## src/rtl/xorlfsr_pkg.sv

```systemverilog
// Shared types and constants for the XOR-LFSR session controller.
// The seed geometry is fixed by the 8-lane, 16-bit-per-lane stream core.
package xorlfsr_pkg;

  localparam int LANES      = 8;
  localparam int LANE_BYTES = 2;
  localparam int SEED_BYTES = LANES * LANE_BYTES;
  localparam int SEED_CNT_W = 4;

  typedef enum logic [2:0] {
    ST_IDLE,
    ST_SEED,
    ST_ARM,
    ST_WARM,
    ST_STREAM,
    ST_FIN
  } state_e;

endpackage

```

## src/rtl/xorlfsr_seed_checker.sv

```systemverilog
// Counts seed bytes, pairs them into 16-bit lanes and flags any all-zero lane.
// zero_hit_o already includes the pair completed by the byte being accepted.
module xorlfsr_seed_checker
  import xorlfsr_pkg::*;
(
  input  logic       clk_i,
  input  logic       rst_ni,
  input  logic       clear_i,
  input  logic       byte_vld_i,
  input  logic [7:0] byte_i,
  output logic       seed_last_o,
  output logic       zero_hit_o
);

  logic [SEED_CNT_W-1:0] seed_cnt_q, seed_cnt_d;
  logic                  hi_zero_q, hi_zero_d;
  logic                  zero_q, zero_d;
  logic                  pair_zero;

  // An odd count means this byte closes the lane whose first byte is already held.
  assign pair_zero   = byte_vld_i && seed_cnt_q[0] && hi_zero_q && (byte_i == 8'h00);
  assign seed_last_o = byte_vld_i && (seed_cnt_q == SEED_CNT_W'(SEED_BYTES - 1));
  assign zero_hit_o  = zero_q || pair_zero;

  always_comb begin
    seed_cnt_d = seed_cnt_q;
    hi_zero_d  = hi_zero_q;
    zero_d     = zero_q;
    if (clear_i) begin
      seed_cnt_d = '0;
      hi_zero_d  = 1'b0;
      zero_d     = 1'b0;
    end else if (byte_vld_i) begin
      seed_cnt_d = seed_cnt_q + 1'b1;
      zero_d     = zero_q || pair_zero;
      if (!seed_cnt_q[0]) begin
        hi_zero_d = (byte_i == 8'h00);
      end
    end
  end

  always_ff @(posedge clk_i or negedge rst_ni) begin
    if (!rst_ni) begin
      seed_cnt_q <= '0;
      hi_zero_q  <= 1'b0;
      zero_q     <= 1'b0;
    end else begin
      seed_cnt_q <= seed_cnt_d;
      hi_zero_q  <= hi_zero_d;
      zero_q     <= zero_d;
    end
  end

endmodule

```

## src/rtl/xorlfsr_session_ctrl.sv

```systemverilog
// Session sequencer for the XOR-LFSR stream core: seed load, commit, warm-up
// and a length-bounded payload stream behind a byte-wide valid/ready port.
module xorlfsr_session_ctrl
  import xorlfsr_pkg::*;
#(
  parameter int LEN_W  = 16,
  parameter int WARMUP = 32
) (
  input  logic             dataclk,
  input  logic             rst_n,
  input  logic             cmd_start,
  input  logic [LEN_W-1:0] cmd_len,
  input  logic             abort,
  input  logic             in_valid,
  input  logic [7:0]       in_data,
  output logic             in_ready,
  output logic             out_valid,
  output logic [7:0]       out_data,
  output logic             busy,
  output logic             done,
  output logic             seed_err,
  output logic [7:0]       core_datain,
  output logic             core_seeddata,
  output logic             core_setseed,
  output logic             core_streamdata,
  input  logic [7:0]       core_dataout
);

  localparam int WARM_W = (WARMUP > 0) ? $clog2(WARMUP + 1) : 1;
  localparam logic [WARM_W-1:0] WARM_LAST = WARM_W'((WARMUP > 0) ? WARMUP - 1 : 0);

  state_e            state_q, state_d;
  logic [LEN_W-1:0]  rem_q, rem_d;
  logic [WARM_W-1:0] warm_q, warm_d;
  logic              seed_err_q, seed_err_d;
  logic              out_valid_q;

  logic   start_take, seed_acc, strm_acc;
  logic   seed_last, zero_hit;
  state_e post_warm;

  assign start_take = (state_q == ST_IDLE) && cmd_start && !abort;
  assign seed_acc   = (state_q == ST_SEED) && in_valid && !abort;
  assign strm_acc   = (state_q == ST_STREAM) && in_valid && !abort;
  assign post_warm  = (rem_q == '0) ? ST_FIN : ST_STREAM;

  xorlfsr_seed_checker u_seed_checker (
    .clk_i       (dataclk),
    .rst_ni      (rst_n),
    .clear_i     (start_take),
    .byte_vld_i  (seed_acc),
    .byte_i      (in_data),
    .seed_last_o (seed_last),
    .zero_hit_o  (zero_hit)
  );

  always_ff @(posedge dataclk or negedge rst_n) begin
    if (!rst_n) begin
      state_q     <= ST_IDLE;
      rem_q       <= '0;
      warm_q      <= '0;
      seed_err_q  <= 1'b0;
      out_valid_q <= 1'b0;
    end else begin
      state_q     <= state_d;
      rem_q       <= rem_d;
      warm_q      <= warm_d;
      seed_err_q  <= seed_err_d;
      out_valid_q <= strm_acc;
    end
  end

  always_comb begin
    state_d    = state_q;
    rem_d      = rem_q;
    warm_d     = warm_q;
    seed_err_d = seed_err_q;
    if (abort) begin
      state_d = ST_IDLE;
    end else begin
      unique case (state_q)
        ST_IDLE: begin
          if (cmd_start) begin
            state_d    = ST_SEED;
            rem_d      = cmd_len;
            seed_err_d = 1'b0;
          end
        end
        ST_SEED: begin
          if (seed_last) begin
            if (zero_hit) begin
              seed_err_d = 1'b1;
              state_d    = ST_IDLE;
            end else begin
              state_d = ST_ARM;
            end
          end
        end
        ST_ARM: begin
          warm_d  = '0;
          state_d = (WARMUP == 0) ? post_warm : ST_WARM;
        end
        ST_WARM: begin
          warm_d = warm_q + 1'b1;
          if (warm_q == WARM_LAST) begin
            state_d = post_warm;
          end
        end
        ST_STREAM: begin
          if (in_valid) begin
            rem_d = rem_q - 1'b1;
            if (rem_q == LEN_W'(1)) begin
              state_d = ST_FIN;
            end
          end
        end
        ST_FIN: state_d = ST_IDLE;
        default: state_d = ST_IDLE;
      endcase
    end
  end

  // Strobes are mutually exclusive by construction: each belongs to one state.
  always_comb begin
    in_ready        = !abort && ((state_q == ST_SEED) || (state_q == ST_STREAM));
    core_seeddata   = seed_acc;
    core_setseed    = (state_q == ST_ARM) && !abort;
    core_streamdata = strm_acc;
    core_datain     = ((state_q == ST_SEED) || (state_q == ST_STREAM)) ? in_data : 8'h00;
    busy            = (state_q != ST_IDLE);
    done            = (state_q == ST_FIN) && !abort;
    seed_err        = seed_err_q;
    out_valid       = out_valid_q;
    out_data        = core_dataout;
  end

endmodule

```

## config.mk

```make
export PLATFORM = sky130hd
export DESIGN_NAME = xorlfsr_session_ctrl
export DESIGN_NICKNAME = d
export VERILOG_FILES = /design/src/rtl/xorlfsr_pkg.sv /design/src/rtl/xorlfsr_seed_checker.sv /design/src/rtl/xorlfsr_session_ctrl.sv
export SDC_FILE = /design/constraint.sdc
export NUM_CORES = 1
export LEC_CHECK = 0
export CAP_MARGIN = 20
export CORE_MARGIN = 8
export CORE_UTILIZATION = 50
export CTS_BUF_LIST = sky130_fd_sc_hd__clkbuf_8
export CTS_CLUSTER_SIZE = 20
export DETAILED_ROUTE_END_ITERATION = 7
export GPL_TIMING_DRIVEN = 0
export PLACE_DENSITY = 0.88
export SETUP_SLACK_MARGIN = 0.02
export SLEW_MARGIN = 15
export SYNTH_ARGS = -nofsm -noshare
export SYNTH_HDL_FRONTEND = slang
export SYNTH_HIERARCHICAL = 1
export SYNTH_SLANG_ARGS = --single-unit
export TNS_END_PERCENT = 20
```

## constraint.sdc

```tcl
create_clock -name dataclk -period 2.8 [get_ports dataclk]
set_clock_uncertainty 0.15 [all_clocks]
set_input_delay 0.56 -clock dataclk [delete_from_list [all_inputs] [get_ports dataclk]]
set_output_delay 0.56 -clock dataclk [all_outputs]
set_load 0.02 [all_outputs]
```

==> summary.md, run 1 <==
| Metric | Value |
|---|---|
| Hold WC Path Type | in -> async |
| Leak | 1.19 nW |
| Yosys reg bits | 33 |
| # Max-Cap Violations | 0 |
| Largest family of logic cells by synthesized area | simple AND/OR/NAND/NOR gates |
| Dpl hpwl | 4420 um |
| Vias in the first global route | 2191 |
| Clk root buf | clkbuf_8 |
| Starting Density | 51.7% |
| GRT overflow | 0 |
| Sw Share | 35.9% |
| Final net count | 363 |
| Htree depth | 2 |
| Slew Limit Fails | 0 |
| Final core area utilization | 67.9% |
| Hold Violations, Final | 0 |
| Compound-Gate Fraction of Synth Area | 19.2% |
| Largest net degree at the start of global routing | 34 |
| Core Region | 4320 sq um |
| Post-Synth XOR/XNOR Area | 1.57% |
| Count of cell types in the netlist | 53 |
| Simple logic cell fraction of the synthesized area | 29.2% |
| CTS tree | yes |
| First-pass GRT wire length | 10200 um |
| Gr usage total | 17.2% |
| Vias/cell | 5.89 |
| Synthesized area | 2240 sq um |
| ANT cells | 0 |
| Sink count of the clock tree | 33 |
| CP required | 2090 ps |
| DRT iter0 DRCs | 153 |
| Mux cell area share after synthesis | 3.19% |
| GPL Wtd Cong | 0.901 |
| Adder-cell share of the synthesized area | 2.80% |
| Inserted Clock Buffers | 5 |
| Final period utilization | 95.1% |
| Post-Route WL | 5930 um |
| Syn Area/Cell | 8.54 sq um |
| Cell-internal power | 1.11 mW |
| Maximum vdd drop | 0.363 mV |
| Slew HR | 45.5% |
| Post-synthesis sequential area ratio | 36.9% |
| Synth warn | 6 |
| Worst-margin pin slew | 811 ps |
| Crit Path Class | reg -> out |
| Top-level I/O count | 61 |
| Synth Net Count | 304 |
| CP startpoint kind | register |
| Logic pwr share | 31.1% |
| Count leader, synth | dfrtp_1 |
| Cell Pwr Density | 591 nW/um^2 |
| Hold-fix buffers, CTS | 0 |
| FP Rows | 24 |
| Initial DRT Pass Iterations | 4 |
| Area grow syn2layout | 31.2% |
| Psw | 0.623 mW |
| Post-synth top cells | dfrtp_1 (33), nor2_1 (32), o21ai_0 (28), nand2_1 (16), a21oi_1 (14) |
| CP max FO | 8 |
| Async SR Flop Fraction | 100% |
| Sequential power share | 41.7% |
| Setup-failing EPs final | 0 |
| Routed via count | 2201 |
| Remaining DRCs | 0 |
| Number of antenna violations at the first check in global routing | 0 |
| Proportion of netlist area held by the largest area contributor | 36.9% |
| Top cells by area, synth | dfrtp_1 (37%), o21ai_0 (6.3%), nor2_1 (5.4%), a21oi_1 (3.1%), buf_4 (3.0%) |
| Peak Freq | 376 MHz |
| Status | finished, final reports clean |
| Latest clock arrival within the worst-skew pair | 290 ps |
| EDFF count, synth | 0 |
| Setup TNS | 0 ps |
| Crit end category | primary output |
| CTS Buffer Depth | 2 |
| Share of cells above drive strength 1 | 12.4% |
| Clock share of power | 27.2% |
| Tmin final | 2660 ps |
| Critical Path AT | 1950 ps |
| Die X | 82.9 um |
| Synth Instances | 262 |
| Routed Antenna Nets | 0 |
| Fillers | 393 |
| Die Y | 82.9 um |
| Die area | 6870 sq um |
| Area leader, netlist | dfrtp_1 |
| Post-DR wirelength/cell | 15.9 um |
| Post-synth top flop | dfrtp_1 |
| # port buffers | 51 |
| RSZ-0062 raised after global routing | no |
| Clock transition at path regs | 70 ps |
## critical path, cell delays in order, from the launching register on
cell,delay [ps]
dfrtp_1,360
buf_4,160
nor2_1,250
and3_1,260
clkdlybuf4s50_1,630
## metal layers
metal  vias to the layer above  share of wire, %  global-route usage (%)
met1                      1038                42                    20.5
met2                        85                49                    29.1
met5                         -                 0                       0
li1                       1069                 -                       -
met4                         0               1.4                    5.75
met3                         9               6.7                    4.49
## cell type report
type                    instances  area [sq um]  share of cell area, %
multi-input cells             198          1260                   43.0
plain buffers                  21           124                   4.22
well taps                      52          65.1                   2.22
clock inverters                 2          33.8                   1.15
clock buffers                   6          82.6                   2.81
inverters                       8          30.0                   1.02
flip-flops and latches         33           826                   28.1
repair buffers                 54           513                   17.5
## kinds of logic (layout without fill, tap and decap cells)
family / Yosys count / after routing
XOR/XNOR: 4 / 4
AO/OA/AOI/OAI: 69 / 69
multiplexers: 7 / 7
adder cells (fa/ha/maj): 5 / 5
buffers and inverters: 31 / 91
flip-flops: 33 / 33
AND/OR/NAND/NOR: 113 / 113
## path summary, 6_finish.rpt
path / start / to / slack, ps / cells after the start
setup / recovery: state_q[2] / core_seeddata / 140 / 4
hold / removal: rst_n / seed_err / 200 / 1
min in group dataclk: warm_q[1] / warm_q[1] / 390 / 2
hold reg to reg: warm_q[1] / warm_q[1] / 390 / 2
max in group asynchronous: rst_n / rem_q[7] / 1810 / 1
setup reg to reg: state_q[2] / state_q[0] / 460 / 10
## layout by cell type, fill, tap and decap left out, types with 4 or more instances in the layout
| cell | n |
|---|---|
| dfrtp_1 | 33 |
| ha_1 | 5 |
| nor2_1 | 31 |
| nor3_1 | 8 |
| mux2i_1 | 6 |
| o21ai_0 | 28 |
| nor4_1 | 6 |
| nand3_1 | 6 |
| a31oi_1 | 4 |
| and2_1 | 9 |
| buf_4 | 12 |
| inv_1 | 9 |
| clkdlybuf4s50_1 | 39 |
| clkbuf_8 | 6 |
| clkbuf_1 | 8 |
| nand2_1 | 16 |
| dlygate4sd2_1 | 9 |
| nand4_1 | 5 |
| a21oi_1 | 14 |
| a22oi_1 | 4 |
## repair_timing
| action | in CTS | in global routing |
|---|---|---|
| endpoints found under the setup margin | 11 | 2 |
| pin swaps | 0 | 1 |
| buffers inserted | 0 | 3 |
| gates resized for setup | 18 | 2 |
| hold endpoints to repair | 0 | 0 |
## flip-flops by register name, summed over array words and instances (netlist names)
| name | flops |
|---|---|
| state_q | 3 |
| u_seed_checker/zero_q | 1 |
| warm_q | 6 |
| u_seed_checker/hi_zero_q | 1 |
| u_seed_checker/seed_cnt_q | 4 |
| seed_err | 1 |
| out_valid | 1 |
| rem_q | 16 |
## through the flow
stage | hold WS, ps | std cells | instance area, sq um | power, mW | setup WS (ps)
2_1_floorplan | 114 | 262 | 2240 | 1.05 | 126
5_1_grt | 252 | 374 | 2940 | 1.85 | 27.9
3_3_place_gp | 347 | 365 | 2810 | 1.26 | -483
4_1_cts | 212 | 371 | 2920 | 1.74 | 27.2
6_report | 196 | 374 | 2940 | 1.73 | 138
3_5_place_dp | 372 | 365 | 2810 | 1.28 | -513
## power groups by stage
| stage | clock [mW] | sequential [mW] | combinational, mW |
|---|---|---|---|
| after global placement | 0 | 0.720 | 0.542 |
| final | 0.471 | 0.723 | 0.540 |
| after global routing | 0.498 | 0.743 | 0.604 |
| after floorplan | 0 | 0.688 | 0.366 |
| after detailed placement | 0 | 0.723 | 0.556 |
| after CTS | 0.478 | 0.717 | 0.542 |
No activity file was read; power rests on OpenSTA's default activity.
==> inputs of run 2 (changes only) <==
CORE_ASPECT_RATIO = 0.6   (was not set)
CORE_UTILIZATION = 49   (was 50)
PLACE_DENSITY = 0.87   (was 0.88)
SYNTH_HIERARCHICAL = not set   (was 1)
==> run 2 against run 1 <==
Critical path depth increased by 2. Critical path type is now in -> out. Clock-buffer cell count unchanged. Largest cell class unchanged. Combinational power increased by 58%. Design area decreased by 5.0%. Hold slack got worse by 12 ps. Largest power group is now combinational cells. Clock power decreased by 21%. Utilization decreased by 0.21 points. Synthesized cell count decreased by 0.76%. Non-clock buffer count decreased by 1. First-iteration DRC count increased by 19%. Power increased by 18%.
==> summary.md, run 2 <==
| Metric | Value |
|---|---|
| Routed via count | 2171 |
| Final Non-Filler Cells | 380 |
| Max reg flops | 16 |
| Total design power | 2.05 mW |
| Post-Route WL | 6260 um |
| RR Endpoint | rem_q[6] |
| Worst-margin pin slew | 893 ps |
| Post-DR wirelength/cell | 16.5 um |
| Tmin final | 2720 ps |
| GR peak layer | met2 |
| CTS Buffer Depth | 2 |
| Crit end category | primary output |
| Starting Density | 51.4% |
| Fin Hold WS | 184 ps |
| Final worst setup slack | 80.6 ps |
| CP startpoint kind | input pin |
| Placement Setup Slack | -371 ps |
| Most common cell after layout, fill and taps aside | clkdlybuf4s50_1 |
| Clk root buf | clkbuf_8 |
| FP Rows | 18 |
| GPL Wtd Cong | 0.873 |
| Htree depth | 2 |
| Clock transition at path regs | 70 ps |
| Initial DRT Pass Iterations | 4 |
| Peak Freq | 368 MHz |
| Post-synth top flop | dfrtp_1 |
| Count of cell types in the netlist | 45 |
| Synth Instances | 260 |
| Vias in the first global route | 2019 |
| Setup-failing EPs final | 0 |
| Async SR Flop Fraction | 100% |
| Synthesized area | 2120 sq um |
| Maximum vdd drop | 0.391 mV |
| Synth Net Count | 301 |
| Post-synthesis sequential area ratio | 39.0% |
| Final period utilization | 97.1% |
| Worst path cell trace | clkdlybuf4s50_1 -> clkbuf_4 -> nor4b_4 -> nand2_2 -> inv_1 -> buf_2 |
| Area leader, netlist | dfrtp_1 |
| Final Cell Area | 2790 sq um |
| Met1 Track Usage GR | 26.8% |
| Cell Pwr Density | 735 nW/um^2 |
| Slew Limit Fails | 0 |
| CP required | 2090 ps |
| Top-level I/O count | 61 |
| Gr usage total | 19.3% |
| Slew HR | 40.0% |
| Latest clock arrival within the worst-skew pair | 290 ps |
| CP max FO | 10 |
| RSZ-0062 raised after global routing | yes |
| Count leader, synth | dfrtp_1 |
| Hold-fix buffers, CTS | 0 |
| Status | finished, final reports clean |
| Max incr delay on CP | 450 ps |
| Vias/cell | 5.71 |
| # port buffers | 52 |
| CTS tree | yes |
| Hold WC Path Type | in -> async |
| Area grow syn2layout | 31.6% |
| Sink count of the clock tree | 33 |
| Syn Area/Cell | 8.15 sq um |
| Inserted Clock Buffers | 5 |
| Met2 Use GR | 27.4% |
| Hold Violations, Final | 0 |
| Top cells by area, synth | dfrtp_1 (39%), a21oi_1 (6.8%), nand2_1 (5.3%), nor2_1 (5.3%), o21ai_0 (3.8%) |
| Reg2reg start | state_q[1] |
| Crit Path Class | in -> out |
| Synth warn | 0 |
| # Max-Cap Violations | 0 |
| Setup TNS | 0 ps |
| Cell Area, Placed | 2710 sq um |
| Final net count | 361 |
| Most frequent cells in the layout | clkdlybuf4s50_1 (38), dfrtp_1 (33), nor2_1 (29), nand2_1 (29), a21oi_1 (29) |
| Critical Path AT | 2010 ps |
| Largest net degree at the start of global routing | 34 |
| Share of cells above drive strength 1 | 14.4% |
| R2R cell count | 4 |
| Largest registers | rem_q: 16 flops, warm_q: 6 flops, u_seed_checker.seed_cnt_q: 4 flops |
| First-pass GRT wire length | 10200 um |
| Proportion of netlist area held by the largest area contributor | 39.0% |
| GRT overflow | 0 |
| Die area | 6760 sq um |
| Placed Cells | 372 |
| ANT cells | 0 |
| Remaining DRCs | 0 |
| GR Layer Usage met3 | 6.34% |
| DRT iter0 DRCs | 182 |
| Top reg by flops | rem_q |
| Die Y | 66.9 um |
| Dpl hpwl | 4530 um |
| Die X | 101 um |
| Yosys reg bits | 33 |
| Core Region | 4120 sq um |
| Leak | 1.15 nW |
| Final core area utilization | 67.7% |
| Number of antenna violations at the first check in global routing | 0 |
| Post-synth top cells | dfrtp_1 (33), nand2_1 (30), nor2_1 (30), a21oi_1 (29), o21ai_0 (16) |
| Reg2Reg Setup Slack | 480 ps |
| EDFF count, synth | 0 |
| Slowest cell on crit path | clkdlybuf4s50_1 |
| Routed Antenna Nets | 0 |
[run 2: changes by cell type in the layout (fill, tap and decap cells not counted), sizes merged, moves of 6 or more]
cell and delta:
a21oi +15, nand2 +14, o21ai -11, and2 -10, nor2b +9, nor4 -7, o22ai +7, dlygate4sd2 -6
[run 2: final cells by class]
class	instances	area, sq um
repair buffers	53	474
fillers	346	1330
plain buffers	21	129
clock inverters	1	3.75
well taps	60	75.1
inverters	5	18.8
clock buffers	6	82.6
flip-flops and latches	33	826
multi-input cells	201	1180
[run 2: cells by family after synthesis]
family	Yosys count	share of synthesized area [%]
flops	33	39.0
simple gates	123	31.3
fa+ha+maj	4	2.36
xor+xnor	2	0.827
compound gates	70	19.1
mux	2	0.945
buf+inv	26	6.49
[run 2: worst max path at each step]
stage	from	endpoint	slack, ps	depth (start not counted)
floorplan	state_q[1]	core_datain[0]	630	6
global route	state_q[0]	busy	6	3
global placement	abort	core_seeddata	-340	6
detailed placement	abort	core_seeddata	-370	6
finish	abort	core_seeddata	80	6
CTS	abort	core_seeddata	50	6
[run 2: critical path, delay by kind of cell]
| kind | cells | cell delay, ps |
|---|---|---|
| AND/OR/NAND/NOR | 2 | 490 |
| buffers and inverters | 4 | 970 |
[run 2: routing by layer]
| layer | vias to the layer above | routed length [um] |
|---|---|---|
| met1 | 1017 | 2970 |
| met4 | 0 | 51 |
| met2 | 104 | 2680 |
| li1 | 1044 | - |
| met3 | 6 | 564 |
| met5 | - | 0 |
[run 2: what timing repair did]
item / 4_1_cts / 5_1_grt
buffers inserted: 0 / 1
pin swaps: 0 / 1
resized for setup: 21 / 23
setup endpoints to repair: 13 / 12
gates cloned: 0 / 0
[run 2: power breakdown]
group	leakage [nW]	internal (mW)	switching, mW	total, mW
registers	0.410	0.631	0.192	0.823
clock network	0.0485	0.192	0.181	0.373
logic	0.696	0.359	0.494	0.853
